<file path="config.mk">
export PLATFORM = sky130hd
export DESIGN_NAME = dec3to8_grant
export DESIGN_NICKNAME = d
export VERILOG_FILES = /design/src/rtl/dec3to8_grant_pkg.sv /design/src/rtl/dec3to8.sv /design/src/rtl/dec3to8_grant.sv
export SDC_FILE = /design/constraint.sdc
export NUM_CORES = 1
export LEC_CHECK = 0
export BUFFER_PORTS_ARGS = -buffer_cell sky130_fd_sc_hd__clkbuf_2
export CAP_MARGIN = 20
export CORE_MARGIN = 3
export CORE_UTILIZATION = 56
export CTS_CLUSTER_DIAMETER = 40
export DETAILED_ROUTE_END_ITERATION = 10
export GPL_ROUTABILITY_DRIVEN = 0
export PLACE_DENSITY = 0.92
export RECOVER_POWER = 50
export SLEW_MARGIN = 30
export SYNTH_ARGS = -nofsm -noshare
export SYNTH_HDL_FRONTEND = slang
export SYNTH_SLANG_ARGS = --single-unit
export TNS_END_PERCENT = 100
</file>
<file path="constraint.sdc">
create_clock -name clk -period 3.13 [get_ports clk]
set_input_delay 0.1565 -clock clk [delete_from_list [all_inputs] [get_ports clk]]
set_output_delay 0.1565 -clock clk [all_outputs]
set_load 0.01 [all_outputs]
</file>
<file path="src/rtl/dec3to8_grant_pkg.sv">
// Shared definitions for the registered 3-to-8 grant decoder.
//   - FSM state encoding (IDLE / GRANT / COOL)
//   - Default grant timeout and timer width
package dec3to8_grant_pkg;

  typedef logic [1:0] state_t;

  localparam logic [1:0] IDLE  = 2'd0;
  localparam logic [1:0] GRANT = 2'd1;
  localparam logic [1:0] COOL  = 2'd2;

  // Maximum cycles a grant is held without ack; legal range 2..255.
  localparam int TIMEOUT_DEFAULT = 8;

  // Timer holds values up to TIMEOUT-1 <= 254, so it never wraps.
  localparam int TIMER_W = 8;

endpackage

</file>
<file path="src/rtl/dec3to8.sv">
// Combinational 3-to-8 one-hot decoder with enable.
// Ports:
//   en   in  1 : when low the output is all zeros
//   sel  in  3 : index of the line to raise
//   dout out 8 : one-hot (en=1) or zero (en=0)
module dec3to8 (
  input  logic       en,
  input  logic [2:0] sel,
  output logic [7:0] dout
);

  generate
    for (genvar gi = 0; gi < 8; gi++) begin : g_line
      assign dout[gi] = en & (sel == 3'(gi));
    end
  endgenerate

endmodule

</file>
<file path="src/rtl/dec3to8_grant.sv">
// Registered 3-to-8 grant decoder. Captures an encoded index from an
// upstream priority encoder, raises the matching one-hot grant line and
// holds it until ack or until TIMEOUT cycles pass, then spends one cool-down
// cycle before accepting the next index.
// Ports:
//   clk     in  1 : clock, rising edge
//   rst_n   in  1 : synchronous active-low reset
//   EN      in  1 : block enable; low returns to idle (idx is kept)
//   valid   in  1 : Y carries a meaningful index (used only in IDLE)
//   Y       in  3 : encoded index
//   ack     in  1 : consumer accepted the grant (used only in GRANT)
//   G       out 8 : one-hot grant, zero when no grant is active
//   idx     out 3 : index of the current or most recent grant
//   busy    out 1 : high in GRANT and COOL
//   timeout out 1 : one-cycle pulse when a grant expires without ack
module dec3to8_grant
  import dec3to8_grant_pkg::*;
#(
  parameter int TIMEOUT = TIMEOUT_DEFAULT
) (
  input  logic       clk,
  input  logic       rst_n,
  input  logic       EN,
  input  logic       valid,
  input  logic [2:0] Y,
  input  logic       ack,
  output logic [7:0] G,
  output logic [2:0] idx,
  output logic       busy,
  output logic       timeout
);

  localparam logic [TIMER_W-1:0] TIMER_LAST = TIMER_W'(TIMEOUT - 1);

  state_t               state_reg;
  logic [TIMER_W-1:0]   timer_reg;
  logic [7:0]           g_reg;
  logic [2:0]           idx_reg;
  logic                 busy_reg;
  logic                 timeout_reg;
  logic [7:0]           g_next;

  // Decoded grant value loaded on capture; only meaningful in IDLE.
  dec3to8 u_dec (
    .en   (valid),
    .sel  (Y),
    .dout (g_next)
  );

  always_ff @(posedge clk) begin
    if (!rst_n) begin
      state_reg   <= IDLE;
      timer_reg   <= '0;
      g_reg       <= '0;
      idx_reg     <= '0;
      busy_reg    <= 1'b0;
      timeout_reg <= 1'b0;
    end else if (!EN) begin
      // Disable aborts any grant but keeps the last captured index visible.
      state_reg   <= IDLE;
      timer_reg   <= '0;
      g_reg       <= '0;
      busy_reg    <= 1'b0;
      timeout_reg <= 1'b0;
    end else begin
      timeout_reg <= 1'b0;
      unique case (state_reg)
        IDLE: begin
          if (valid) begin
            idx_reg   <= Y;
            g_reg     <= g_next;
            timer_reg <= '0;
            busy_reg  <= 1'b1;
            state_reg <= GRANT;
          end
        end
        GRANT: begin
          // ack has priority over expiry: no timeout pulse when both occur.
          if (ack) begin
            g_reg     <= '0;
            state_reg <= COOL;
          end else if (timer_reg == TIMER_LAST) begin
            g_reg       <= '0;
            timeout_reg <= 1'b1;
            state_reg   <= COOL;
          end else begin
            timer_reg <= timer_reg + 1'b1;
          end
        end
        COOL: begin
          busy_reg  <= 1'b0;
          state_reg <= IDLE;
        end
        default: begin
          g_reg     <= '0;
          busy_reg  <= 1'b0;
          state_reg <= IDLE;
        end
      endcase
    end
  end

  assign G       = g_reg;
  assign idx     = idx_reg;
  assign busy    = busy_reg;
  assign timeout = timeout_reg;

endmodule
</file>
==> impl_metrics.json <==
{
  "cp.required_ns": 3.35,
  "firstDrtPassIters": 4,
  "cts_tree": "yes",
  "initial_core_util": 0.630,
  "antenna_found_initial": 0,
  "root_buffer": "clkbuf_4",
  "power_density_nw_per_um2": 419,
  "route.detailed.drc": 0,
  "netlist_area_um2": 1000,
  "yosysWarnings": 0,
  "ir_worst_vdd_mv": 0.328,
  "skew_ns": 0.00164,
  "maxCapViolations": 0,
  "worstSetupStartpointType": "flop",
  "cts_resized": 0,
  "h-tree-depth": 1,
  "cts.sinks": 23,
  "reg2reg_from": "state_reg[1]",
  "n_antenna_cell": 0,
  "cp_max_fo": 6,
  "cts_setup_buffers": 0,
  "synthAdderAreaFrac": 0.0125,
  "dp_hpwl_mm": 1.61,
  "clockBufferDepth": 2,
  "synthDistinctLibCells": 28,
  "critPathLaunch": "state_reg[1]",
  "wire_per_inst_um": 13.7,
  "area_growth_pct": 13.2,
  "die_y_um": 48.4,
  "worstSetupPathType": "reg2reg",
  "p_total_mw": 0.476,
  "min_from": "ack",
  "clock.fmax_mhz": 590,
  "synth_area_per_cell_um2": 9.48,
  "rsz0062_at_grt": "no",
  "worst_pin_slew_ns": 0.674,
  "synth_top_family_by_area": "simple AND/OR/NAND/NOR gates",
  "ios": 21,
  "coreArea_um2": 1590,
  "num_vias": 904,
  "routed_wl_mm": 2.10,
  "post-route-min-period_ns": 1.69,
  "synth_xor_area_frac": 0,
  "routed_via_density": 5.91,
  "first_iter_violations": 27,
  "timing.slew.headroom": 0.550,
  "synth_seq_area_share": 0.458,
  "synth_fp_nets": 115,
  "grt_overflow": 0,
  "rows": 14,
  "ant_nets": 0,
  "arrival_ns": 1.91,
  "cts_hold_buf": 0,
  "setup_violations": 0,
  "die_area_um2": 2340,
  "muxShareOfSynthArea": 0.0399,
  "hold_violations": 0,
  "cts_buffers": 3,
  "synth_compound_area_frac": 0.207,
  "ys_ff_latch": 23,
  "grtUsageTotal": 0.192,
  "placedCellCount": 149,
  "leakage_nw": 0.428,
  "die_w_um": 48.4,
  "synth-simple-area-share": 0.260,
  "tns_ns": 0,
  "path_clk_slew_ns": 0.12,
  "fin_nets": 139,
  "status": "finished, final reports clean",
  "fin_cells": 153,
  "hp-class": "in2reg",
  "portBuffers": 20,
  "synth_cells": 106,
  "end_kind": "flop",
  "clk_latency_ns": 0.31,
  "grt_max_degree": 14,
  "post-route-period-util": 0.541,
  "grt_pass1_vias": 809,
  "slew_viol_final": 0,
  "grt_pass1_wl_mm": 3.62,
  "layout-drive-gt1-share": 0.140
}
==> layer usage <==
layer	wire [µm]	up-vias	track usage	share of wire
li1	-	444	-	-
met2	949	38	0.289	0.45
met3	122	9	0.0337	0.058
met1	969	413	0.264	0.46
met4	61	0	0.0995	0.029
met5	0	-	0	0
==> power by group <==
group,internal [mW],switching [mW]
Combinational,0.0158,0.0254
Sequential,0.297,0.00270
Clock,0.0477,0.0871
Total,0.361,0.115
==> layout by cell type (no fill, tap or decap), types with 2 or more instances in the layout <==
cell / instances
a21oi_1: 3
a22o_1: 5
a31oi_1: 5
a32o_1: 3
and2_1: 3
and3_1: 4
clkbuf_1: 13
clkbuf_2: 7
clkbuf_4: 3
dfxtp_1: 23
inv_1: 5
mux2i_1: 4
nand2_1: 9
nand3_1: 7
nor2_1: 6
nor2b_1: 4
nor3_1: 5
o21ai_0: 3
o21ai_1: 2
or3_4: 2
==> logic make-up after synthesis <==
family	count (synthesis)
buffers and inverters	6
muxes	4
adders and majority gates	1
and+or+nand+nor	46
AOI/OAI and AO/OA	26
DFF	23
==> area by class of cell <==
class	instances	area (µm²)
Tap cell	24	30.0
Timing Repair Buffer	20	83.8
Clock buffer	3	22.5
Multi-Input combinational cell	77	517
Inverter	5	18.8
Clock inverter	1	5.00
Sequential cell	23	460
Fill cell	126	457
==> path summary, 6_finish.rpt <==
path / to / slack [ns] / depth (start not counted)
worst max-delay path: idx[2] / 1.44 / 4
worst min-delay path: timeout / 0.1 / 2
worst max register to register: idx[2] / 1.44 / 4
worst min register to register: G[4] / 0.48 / 1
==> critical path, cell delays in order, from the launching register on <==
cell and delay, ns:
dfxtp_1 0.38, nor3b_1 0.58, and2_0 0.34, mux2i_1 0.24, nor2b_1 0.06
==> Yosys cell counts, drive strengths merged <==
cell type / n / area, µm²
dfxtp: 23 / 460
nand2: 9 / 33.8
nand3: 7 / 35.0
nor2: 6 / 22.5
a21oi: 5 / 40.0
a22o: 5 / 43.8
a31oi: 5 / 31.3
inv: 5 / 18.8
nor3: 5 / 25.0
o21ai: 5 / 25.0
and2: 4 / 25.0
and3: 4 / 25.0
mux2i: 4 / 40.0
nor2b: 4 / 25.0
a32o: 3 / 30.0
nor3b: 2 / 25.0
or3: 2 / 22.5
a41oi: 1 / 8.76
clkbuf: 1 / 3.75
ha: 1 / 12.5
nand4b: 1 / 8.76
o21a: 1 / 7.51
o31ai: 1 / 21.3
or2: 1 / 6.26
or4: 1 / 7.51
==> stage by stage <==
step / worst slack [ns] / cell area (µm²) / hold WS, ns / utilization
CTS: 1.49 / 1160 / 0.0750 / 0.727
finish: 1.44 / 1140 / 0.0956 / 0.714
global route: 1.27 / 1140 / 0.0897 / 0.714
floorplan: 1.59 / 1000 / 0.236 / -
detailed placement: 1.51 / 1130 / 0.414 / 0.710
global placement: 1.57 / 1130 / 0.407 / 0.710
Power figures use the tool's default switching activity.
